### src/rtl/vend_pkg.sv
// Shared types and coin values for the vending credit controller.
package vend_pkg;

  typedef enum logic [1:0] {
    IDLE    = 2'd0,
    COLLECT = 2'd1,
    VEND    = 2'd2,
    REFUND  = 2'd3
  } state_t;

  localparam int unsigned NICKEL_C  = 5;
  localparam int unsigned DIME_C    = 10;
  localparam int unsigned QUARTER_C = 25;

  // Value of the winning coin event; quarter beats dime beats nickel, losers are dropped.
  function automatic int unsigned coin_value(input logic q, input logic d, input logic n);
    int unsigned v;
    v = 0;
    if (q)      v = QUARTER_C;
    else if (d) v = DIME_C;
    else if (n) v = NICKEL_C;
    return v;
  endfunction

endpackage

### src/rtl/edge_pulse.sv
// Rising-edge detector for one debounced button level.
// History flop resets high so a button held across reset release yields no event.
module edge_pulse (
  input  logic clk,
  input  logic rst_n,
  input  logic level,
  output logic pulse_c
);

  logic prev;

  always_ff @(posedge clk or negedge rst_n) begin
    if (!rst_n) prev <= 1'b1;
    else        prev <= level;
  end

  assign pulse_c = level & ~prev;

endmodule

### src/rtl/vend_credit_fsm.sv
// Vending transaction controller: coin events accumulate credit, then a timed
// dispense or refund indication is held with the change/refund amount.
module vend_credit_fsm
  import vend_pkg::*;
#(
  parameter int unsigned PRICE       = 75,
  parameter int unsigned CREDIT_W    = 8,
  parameter int unsigned DISP_CYCLES = 50_000_000
) (
  input  logic                CLK50M,
  input  logic                RSTb,
  input  logic                nickel,
  input  logic                dime,
  input  logic                quarter,
  input  logic                cancel,
  output logic [CREDIT_W-1:0] credit,
  output logic                dispense,
  output logic [CREDIT_W-1:0] change,
  output logic                busy
);

  localparam int unsigned CNT_W = $clog2(DISP_CYCLES + 1);
  localparam int unsigned SUM_W = CREDIT_W + 1;

  if (!((PRICE > 0) && (PRICE + 24 <= (2 ** CREDIT_W) - 1) && (DISP_CYCLES >= 1))) begin : g_param_check
    $error("vend_credit_fsm: PRICE/CREDIT_W/DISP_CYCLES out of range");
  end

  logic nickel_ev, dime_ev, quarter_ev, cancel_ev;

  edge_pulse u_edge_nickel  (.clk(CLK50M), .rst_n(RSTb), .level(nickel),  .pulse_c(nickel_ev));
  edge_pulse u_edge_dime    (.clk(CLK50M), .rst_n(RSTb), .level(dime),    .pulse_c(dime_ev));
  edge_pulse u_edge_quarter (.clk(CLK50M), .rst_n(RSTb), .level(quarter), .pulse_c(quarter_ev));
  edge_pulse u_edge_cancel  (.clk(CLK50M), .rst_n(RSTb), .level(cancel),  .pulse_c(cancel_ev));

  state_t             state;
  logic [CNT_W-1:0]   cnt;

  logic                coin_ev_c;
  logic [CREDIT_W-1:0] coin_val_c;
  logic [SUM_W-1:0]    sum_c;
  logic                paid_c;
  logic [CREDIT_W-1:0] over_c;
  logic                hold_done_c;

  // Coin resolution and the running-sum arithmetic (one bit wider than credit).
  always_comb begin
    coin_ev_c   = quarter_ev | dime_ev | nickel_ev;
    coin_val_c  = CREDIT_W'(coin_value(quarter_ev, dime_ev, nickel_ev));
    sum_c       = SUM_W'(credit) + SUM_W'(coin_val_c);
    paid_c      = (sum_c >= SUM_W'(PRICE));
    over_c      = CREDIT_W'(sum_c - SUM_W'(PRICE));
    hold_done_c = (cnt == CNT_W'(DISP_CYCLES - 1));
  end

  always_ff @(posedge CLK50M or negedge RSTb) begin
    if (!RSTb) begin
      state    <= IDLE;
      credit   <= '0;
      change   <= '0;
      dispense <= 1'b0;
      busy     <= 1'b0;
      cnt      <= '0;
    end else begin
      case (state)
        IDLE, COLLECT: begin
          // cancel outranks coins, but only means something once credit exists
          if (cancel_ev && (state == COLLECT)) begin
            state  <= REFUND;
            change <= credit;
            credit <= '0;
            busy   <= 1'b1;
            cnt    <= '0;
          end else if (coin_ev_c) begin
            if (paid_c) begin
              state    <= VEND;
              change   <= over_c;
              credit   <= '0;
              dispense <= 1'b1;
              busy     <= 1'b1;
              cnt      <= '0;
            end else begin
              state  <= COLLECT;
              credit <= CREDIT_W'(sum_c);
            end
          end
        end
        VEND, REFUND: begin
          // buttons are ignored here; coins inserted during the hold are lost
          if (hold_done_c) begin
            state    <= IDLE;
            change   <= '0;
            dispense <= 1'b0;
            busy     <= 1'b0;
            cnt      <= '0;
          end else begin
            cnt <= cnt + CNT_W'(1);
          end
        end
        default: begin
          state    <= IDLE;
          credit   <= '0;
          change   <= '0;
          dispense <= 1'b0;
          busy     <= 1'b0;
          cnt      <= '0;
        end
      endcase
    end
  end

endmodule

### config.mk
export PLATFORM = sky130hd
export DESIGN_NAME = vend_credit_fsm
export DESIGN_NICKNAME = d
export VERILOG_FILES = /design/src/rtl/vend_pkg.sv /design/src/rtl/edge_pulse.sv /design/src/rtl/vend_credit_fsm.sv
export SDC_FILE = /design/constraint.sdc
export NUM_CORES = 1
export LEC_CHECK = 0
export CORE_ASPECT_RATIO = 0.75
export CORE_MARGIN = 2
export CORE_UTILIZATION = 60
export CTS_CLUSTER_DIAMETER = 80
export DETAILED_ROUTE_END_ITERATION = 8
export PLACE_DENSITY = 0.81
export RECOVER_POWER = 25
export SLEW_MARGIN = 20
export SYNTH_ARGS = -nofsm -noshare
export SYNTH_HDL_FRONTEND = slang
export SYNTH_SLANG_ARGS = --single-unit
### constraint.sdc
create_clock -name CLK50M -period 8.2 [get_ports CLK50M]
set_input_delay 1.23 -clock CLK50M [delete_from_list [all_inputs] [get_ports CLK50M]]
set_output_delay 1.23 -clock CLK50M [all_outputs]
set_load 0.02 [all_outputs]
; ---- Word-level counts from Yosys, hierarchy flattened
; Cells that the tools add are included.
[word_totals]
ff_bits = 50
input_bits = 6
out_inout_bits = 18
wordCells = 72
[classes]
addsub = 3
n_lt_le_gt_ge = 1
eq_ne = 10
mux = 28
bitwise = 10
n_reduce_logical = 10
[op_table]
columns = op, n
row1 = 2-to-1 mux 26 bit, 4
row2 = 2-to-1 mux 8 bit, 8
row3 = case mux 26 bit (2 select lines), 1
row4 = adder 26 x 1 -> 26 bit (second input constant), 1
row5 = == test 26 bit (second input constant), 1
row6 = case mux 8 bit (2 select lines), 1
row7 = adder 8 x 8 -> 9 bit, 1
row8 = >= comparator 9 x 7 -> 1 bit (second input constant), 1
row9 = 2-to-1 mux 2 bit, 4
row10 = != test 2 bit (second input constant), 4
row11 = subtractor 8 x 7 -> 8 bit (second input constant), 1
row12 = != test 3 bit (second input constant), 2
row13 = AND reduction 2 bit, 3
row14 = 2-to-1 mux 1 bit, 5
row15 = AND 1 bit, 4
row16 = == test 2 bit (second input constant), 2
row17 = 2-to-1 mux 4 bit, 1
row18 = inverter 1 bit, 4
row19 = case mux 1 bit (2 select lines), 2
row20 = case mux 2 bit (2 select lines), 1
row21 = AND reduction 4 bit, 1
row22 = OR reduction 2 bit, 2
row23 = 2-to-1 mux 3 bit, 1
row24 = AND reduction 3 bit, 1
row25 = other kinds (5), 6

; ---- Depth between registers and ports, before layout
; Gate-level depths: netlist (run 1).
[depth]
depth_word = 11
depth_mapped = 14
depth_no_buf = 12

; ---- Hierarchy
; Synthesis (run 1) repeated with hierarchy kept, for this count alone.
[unflattened]
cells_unflattened = 323
hier_area_um2 = 3057.9
[modules_own_cells]
columns = module, instances, cells_per_inst, area_each_um2
row1 = vend_credit_fsm, 1, 315, 2897.8
row2 = edge_pulse, 4, 2, 40.0

; ---- Worst setup path after synthesis (run 1)
; No wires, ideal clock.
[synth_timing]
path_kind = input to register
from = input port nickel
to = register change[1]
arrival_time_ns = 3.840
setup_slack_ns = 4.235
path_stages = 13
cell_sequence = nand2b_1 -> nand2b_1 -> nand2_1 -> ha_1 -> fa_1 -> xnor2_1 -> nand2_1 -> nor3_4 -> a221oi_1 -> o32a_1 -> buf_6 -> a21oi_4 -> mux2_4
[synth_via]
elab_chain_len = 10
[synth_lines]
columns = element, line_no
row1 = start: declaration, vend_credit_fsm.sv:12  ; input logic nickel,
row2 = AND 1 bit (*), edge_pulse.sv:17  ; assign pulse_c = level & ~prev;
row3 = 2-to-1 mux 3 bit, vend_pkg.sv:21  ; else if (n) v = NICKEL_C;
row4 = 2-to-1 mux 4 bit, vend_pkg.sv:20  ; else if (d) v = DIME_C;
row5 = 2-to-1 mux 8 bit, vend_pkg.sv:19  ; if (q) v = QUARTER_C;
row6 = adder 8 x 8 -> 9 bit, vend_credit_fsm.sv:50  ; sum_c = SUM_W'(credit) + SUM_W'(coin_val_c);
row7 = subtractor 8 x 7 -> 8 bit, vend_credit_fsm.sv:52  ; over_c = CREDIT_W'(sum_c - SUM_W'(PRICE));
row8 = 2-to-1 mux 8 bit, vend_credit_fsm.sv:75  ; if (paid_c) begin
row9 = 2-to-1 mux 8 bit, vend_credit_fsm.sv:74  ; end else if (coin_ev_c) begin
row10 = 2-to-1 mux 8 bit, vend_credit_fsm.sv:68  ; if (cancel_ev && (state == COLLECT)) begin
row11 = case mux 8 bit (2 select lines), vend_credit_fsm.sv:65  ; case (state)
row12 = end signal: assignment, vend_credit_fsm.sv:70  ; change <= credit;
row13 = end signal: assignment, vend_credit_fsm.sv:77  ; change <= over_c;
row14 = end: declaration, vend_credit_fsm.sv:18  ; output logic [CREDIT_W-1:0] change,
; Every way passes the cells marked *; elsewhere a longest branch is shown, timed or not. The select of a mux whose other input is x is not followed.
; A chain may end at the register's enable or synchronous reset.

; ---- Worst setup path in the final report (run 1)
; Same ends and word-level chain as after synthesis.

==> results of run 1 <==
==> layout by cell type (no fill, tap or decap), drive strengths merged, types with 3 or more instances in the layout <==
master / Yosys / layout
nand2b: 4 / 4
a22o: 3 / 3
o21ai: 41 / 41
nor4: 3 / 3
nor2: 26 / 26
xor2: 3 / 3
dfstp: 4 / 4
o21a: 5 / 5
mux2i: 5 / 5
o22ai: 8 / 8
and2: 6 / 6
clkbuf: 13 / 8
nand3b: 3 / 3
o211ai: 15 / 15
inv: 16 / 16
nand2: 47 / 47
nand4: 5 / 5
and3: 7 / 7
a211oi: 6 / 6
a21oi: 11 / 11
ha: 6 / 6
a31oi: 5 / 5
nand3: 15 / 15
buf: 5 / 3
dfrtp: 46 / 46
o41ai: 4 / 4
or2: 3 / 3
clkdlybuf4s50: 0 / 18
dlygate4sd3: 0 / 4
mux2: 3 / 3
o31ai: 10 / 10
nor3: 12 / 12
xnor2: 8 / 8
==> area by class of cell <==
type                       count  area [µm²]  area share, %
sequential                    50        1256          34.40
clock buffer                   7       86.33          2.364
inverter                      17       63.81          1.747
timing repair buffer          26       244.0          6.680
clock inverter                 1       30.03         0.8222
tap                           75       93.84          2.569
multi-input combinational    292        1878          51.42
==> metal layers <==
metal,global-route usage [%],routed length [µm],vias up
met3,7.479,801,5
met2,41.30,3389,162
li1,-,-,1429
met4,7.090,57,0
met5,0,0,-
met1,45.10,4003,1444
==> state kept, by name (all words and copies together) (netlist names) <==
name,flops
change,8
busy,1
u_edge_nickel.prev,1
u_edge_quarter.prev,1
state,2
dispense,1
cnt,26
u_edge_dime.prev,1
credit,8
u_edge_cancel.prev,1
==> logic make-up (layout without fill, tap and decap cells) <==
logic type,after synthesis,after routing,synth area share [%]
xor+xnor,11,11,2.949
fa+ha+maj,7,7,2.911
flops,50,50,38.45
buf+inv,35,51,4.481
mux,8,8,2.796
simple gates,145,145,23.02
compound gates,121,121,25.39
==> power breakdown <==
group	internal, W	total [W]	switching, W	leakage [nW]
Sequential	0.000309	0.000395	0.0000856	0.652
Clock	0.0000996	0.000183	0.0000832	0.0585
Combinational	0.000235	0.000576	0.000342	0.698
Total	0.000643	0.00115	0.000511	1.41
==> worst max-delay path, stage by stage <==
cell and delay [ps]:
dlygate4sd3_1 550, nand2b_1 130, nand2b_1 110, nand2_1 60, ha_1 220, fa_1 440
xnor2_1 350, nand2_1 160, nor3_4 290, a221oi_1 130, o32a_1 360, buf_4 240
a21oi_4 340, mux2_4 340
==> stage by stage <==
| step | total power, W | hold WS [ps] | cell area, µm² | setup slack, ps |
|---|---|---|---|---|
| 2_1_floorplan | 0.0007947 | 451.8 | 3267 | 4235 |
| 3_3_place_gp | 0.0009466 | 468.5 | 3532 | 3341 |
| 3_5_place_dp | 0.0009589 | 479.4 | 3532 | 3291 |
| 4_1_cts | 0.001144 | 497.0 | 3649 | 3606 |
| 5_1_grt | 0.001231 | 513.8 | 3652 | 3267 |
| 6_report | 0.001154 | 499.9 | 3652 | 3442 |
==> final timing paths <==
kind	slack [ps]	to
setup / recovery	3440	change[1]
hold / removal	500	cnt[15]
setup reg to reg	4380	change[1]
hold reg to reg	500	cnt[15]
max in group asynchronous	4820	credit[5]
min in group asynchronous	1860	change[0]
==> summary.md, run 1 <==
| Metric | Value |
|---|---|
| Initial Util | `61.70%` |
| Hold Path Class | `flop to flop` |
| Startpoint Class | `primary input` |
| Max cap viols | `1` |
| CP Max Fanout | `27` |
| Area added between synthesis and finish | `11.80%` |
| CTS root buf | `clkbuf_8` |
| Clock Latency Late Sink | `310 ps` |
| Final min period | `4758 ps` |
| Status | `complete, but fails checks` |
| CTS tree | `done` |
| Syn_nets | `390` |
| Max_slew headroom | `-79.29%` |
| Drt wl/cell | `17.63 µm` |
| CTS resizes | `0` |
| Worst Path Required | `8400 ps` |
| DRC Markers | `0` |
| All-Layer GR Usage | `29.44%` |
| Crit path DAT | `4960 ps` |
| Placed cells | `460` |
| Vias in the first global route | `2697` |
| Cell Rows | `23` |
| First-pass GRT wire length | `13590 µm` |
| Worst VDD drop | `0.1613 mV` |
| Postcts setup bufs | `0` |
| Post-Route Setup TNS | `0 ps` |
| Clk sinks | `50` |
| Initial antenna violation count | `0` |
| R2R depth | `13` |
| Failing checks | `capacitance limit, slew limit` |
| Post-synth ARST share | `100.0%` |
| Endpoints failing setup | `0` |
| CTS Hold Bufs | `0` |
| Fmax | `210.2 MHz` |
| Chip Width | `89.21 µm` |
| Detail Placement HPWL | `5695 µm` |
| Crit end category | `flop` |
| RePlAce Congestion | `0.9001` |
| Leakage | `1.408 nW` |
| Beginning of the worst hold path | `cnt[15]` |
| Post-Syn Area | `0.003267 mm²` |
| WS Path Type | `primary input to flop` |
| Ys flop type | `dfrtp_1` |
| Cell taking the most area after synthesis | `dfrtp_1` |
| Ranking of synthesized cells by area | `dfrtp_1 (35%), nand2_1 (5.4%), o21ai_0 (4.3%)` |
| Avg Inst Size Synth | `8.665 µm²` |
| Period utilisation layout | `58.03%` |
| Total number of vias | `3040` |
| RSZ-0062 raised after global routing | `false` |
| Core ar. | `0.005295 mm²` |
| Worst hold path cell count | `1` |
| Netlist cell types | `67` |
| Clk slew on worst S/H paths | `90 ps` |
| Max clock buf depth | `2` |
| ANT nets after route | `0` |
| Nets@finish | `405` |
| First-iteration detailed-routing DRC count | `358` |
| Pin count of the biggest net entering global routing | `51` |
| Global route overflow | `0` |
| Fin cells | `468` |
| Sequential fraction of the synthesis area | `38.45%` |
| First-pass DRT Iterations | `5` |
| Final hold violation count | `0` |
| Cells after Synth | `377` |
| Critical R2R Launch | `u_edge_nickel.prev` |
| IO Pins | `24` |
| Yosys reg bits | `50` |
| Inserted Clock Buffers | `5` |
| Tightest Pin Transition | `2689 ps` |
| Port-buffer cells | `23` |
| Yosys warns | `0` |
| Avg Vias per Cell | `6.496` |
| Fraction of layout cells with a size suffix above 1 | `7.888%` |
| Yosys top cell area share | `35.24%` |
| Worst setup path start | `nickel` |
| Final core utilization | `68.97%` |
| Pwr dens | `315.9 mW/mm²` |
| Fill cells | `442` |
| Worst Skew | `7.498 ps` |
| Htree depth | `2` |
| EDFF count, synth | `0` |
| Most common cell in the synthesized netlist | `nand2_1` |
| Slew Limit Fails | `51` |
| # diodes | `0` |
| WL final | `8252 µm` |
| Die area | `0.006057 mm²` |
| Die height | `67.91 µm` |
| Synth top cells by count | `nand2_1 (47), dfrtp_1 (46), o21ai_0 (28)` |
Note: power is estimated with default switching activity, not from simulation.
==> run 2: changes to the inputs <==
Settings changed: CORE_UTILIZATION 60 to 53, PLACE_DENSITY 0.81 to 0.76.
Clock period 8.2 ns to 4.2 ns, I/O delays scaled along.
==> summary.md, run 2 (synthesis gave the netlist of run 1 again) <==
| Metric | Value |
|---|---|
| Tightest Pin Transition | `2692 ps (+2.818 ps)` |
| Period utilisation layout | `93.47%` |
| Core ar. | `0.005886 mm² (+11%)` |
| Vias in the first global route | `2692 (-0.19%)` |
| Worst Path Required | `4360 ps (-4040 ps)` |
| Post-Route Setup TNS | `0 ps (unchanged)` |
| Cell at the slowest stage of the critical path | `a2111oi_0` |
| CTS tree | `done` |
| Die area | `0.006814 mm² (+12%)` |
| Slew Limit Fails | `51 (unchanged)` |
| Worst slack, placed | `45.45 ps (-3246 ps)` |
| Htree depth | `2 (unchanged)` |
| CP delay by family, top | `compound AO/OA/AOI/OAI gates` |
| # diodes | `0 (unchanged)` |
| Area added between synthesis and finish | `12.49%` |
| CTS resizes | `0 (unchanged)` |
| Avg Vias per Cell | `6.464 (-0.48%)` |
| Endpoints failing setup | `0 (unchanged)` |
| Cell Rows | `24 (+4.3%)` |
| Clk sinks | `50 (unchanged)` |
| DRC Markers | `0 (unchanged)` |
| Drt wl/cell | `17.65 µm (about the same)` |
| Worst Skew | `8.332 ps (+0.8340 ps)` |
| Global route overflow | `0 (unchanged)` |
| Total number of vias | `3077 (+1.2%)` |
| Clk slew on worst S/H paths | `100 ps (about the same)` |
| First-pass DRT Iterations | `4 (-1)` |
| RePlAce Congestion | `0.9412 (+4.6%)` |
| IO Pins | `24 (unchanged)` |
| First-iteration detailed-routing DRC count | `273 (-24%)` |
| Final hold violation count | `0 (unchanged)` |
| Bufs and invs on worst path | `1 (-1)` |
| Nets@finish | `410 (+1.2%)` |
| Fmax | `254.7 MHz` |
| Max cap viols | `1 (unchanged)` |
| Die height | `71.99 µm (+6.0%)` |
| CP Max Fanout | `6 (-78%)` |
| WL final | `8400 µm (+1.8%)` |
| CTS root buf | `clkbuf_8` |
| Most frequent cells in the layout | `nand2_1 (47), dfrtp_1 (46), o21ai_0 (28)` |
| Hold Path Class | `flop to flop` |
| CP peak stage delay | `600 ps (+50 ps)` |
| Pin count of the biggest net entering global routing | `51 (unchanged)` |
| Inserted Clock Buffers | `5 (unchanged)` |
| ANT nets after route | `0 (unchanged)` |
| Crit end category | `flop` |
| Clock Latency Late Sink | `310 ps (about the same)` |
| Max_slew headroom | `-79.48% (-0.19 points)` |
| Initial antenna violation count | `0 (unchanged)` |
| Register name with the most flops | `cnt` |
| RSZ-0062 raised after global routing | `false` |
| Max clock buf depth | `2 (unchanged)` |
| Port-buffer cells | `23 (unchanged)` |
| Commonest non-fill, non-tap cell in the layout | `nand2_1` |
| Pwr Total | `0.002248 W (+95%)` |
| Startpoint Class | `primary input` |
| Chip Width | `94.66 µm (+6.1%)` |
| Fraction of layout cells with a size suffix above 1 | `9.296% (+1.4 points)` |
| Leakage | `1.428 nW (+1.4%)` |
| Status | `complete, but fails checks` |
| All-Layer GR Usage | `26.22% (-3.2 points)` |
| WS Path Type | `primary input to flop` |
| CP cell instances | `clkdlybuf4s50_1 -> and2b_1 -> nor2_1 -> ha_1 -> a211o_1 -> a31oi_4 -> o211ai_1 -> a211oi_2 -> mux2_2 -> a2111oi_0 -> o22ai_1` |
| First-pass GRT wire length | `13830 µm (+1.8%)` |
| Initial Util | `55.51% (-6.2 points)` |
| Final min period | `3926 ps` |
| Crit path DAT | `4090 ps (-870 ps)` |
| Top Registers | `cnt: 26 flops, change: 8 flops, credit: 8 flops` |
| Failing checks | `capacitance limit, slew limit` |
| Postcts setup bufs | `0 (unchanged)` |
| Detail Placement HPWL | `6021 µm (+5.7%)` |
| Final WS setup | `274.3 ps (-3167 ps)` |
| Worst VDD drop | `0.2617 mV (+62%)` |
| CTS Hold Bufs | `0 (unchanged)` |
| Pwr dens | `611.8 mW/mm² (+94%)` |
| Number of flip-flops in the largest register | `26 (unchanged)` |
-- run 2: per-layer routing --
metal | share of wire, % | track usage, % | routed length, µm | up-vias
met3 | 8.9 | 4.881 | 750 | 14
met5 | 0 | 0 | 0 | -
li1 | - | - | - | 1446
met1 | 50 | 43.55 | 4182 | 1453
met4 | 1.5 | 8.696 | 129 | 0
met2 | 40 | 33.41 | 3337 | 164
-- run 2: layout make-up --
| type | instances | area [µm²] |
|---|---|---|
| Inverter | 17 | 63.81 |
| Fill cell | 513 | 2211 |
| Clock buffer | 7 | 96.34 |
| Tap cell | 78 | 97.59 |
| Timing Repair Buffer | 31 | 281.5 |
| Sequential cell | 50 | 1256 |
| Multi-Input combinational cell | 292 | 1871 |
| Clock inverter | 1 | 8.758 |
-- run 2: metrics by stage --
step	instances	hold slack, ps	util [%]	instance area [µm²]
2_1_floorplan	377	334.4	-	3267
3_3_place_gp	468	475.3	60.71	3573
3_5_place_dp	468	474.4	60.71	3573
4_1_cts	476	434.2	62.50	3679
5_1_grt	476	532.7	62.44	3675
6_report	476	492.8	62.44	3675
-- run 2: path summary, 6_finish.rpt --
check | from | to | slack [ps] | depth (start not counted)
min in group asynchronous | RSTb | credit[6] | 1260 | 2
worst min-delay path | cnt[15] | cnt[15] | 490 | 1
worst max-delay path | quarter | change[7] | 270 | 11
worst min register to register | cnt[15] | cnt[15] | 490 | 1
worst max register to register | u_edge_nickel.prev | change[7] | 470 | 12
max in group asynchronous | RSTb | cnt[3] | 1430 | 2
-- run 2: where the power goes --
group,internal [W],switching [W],total [W]
logic,0.000483,0.000673,0.00116
clock network,0.000151,0.000170,0.000321
registers,0.000603,0.000168,0.000771
total,0.00124,0.00101,0.00225
-- run 2: worst reg2reg max path: cells and delay by family (launching register included) --
family,cells,cell delay [ps]
DFF,1,530
muxes,1,360
and+or+nand+nor,5,800
xor gates and xnor gates,1,200
AOI/OAI and AO/OA,3,1050
adders and majority gates,2,640
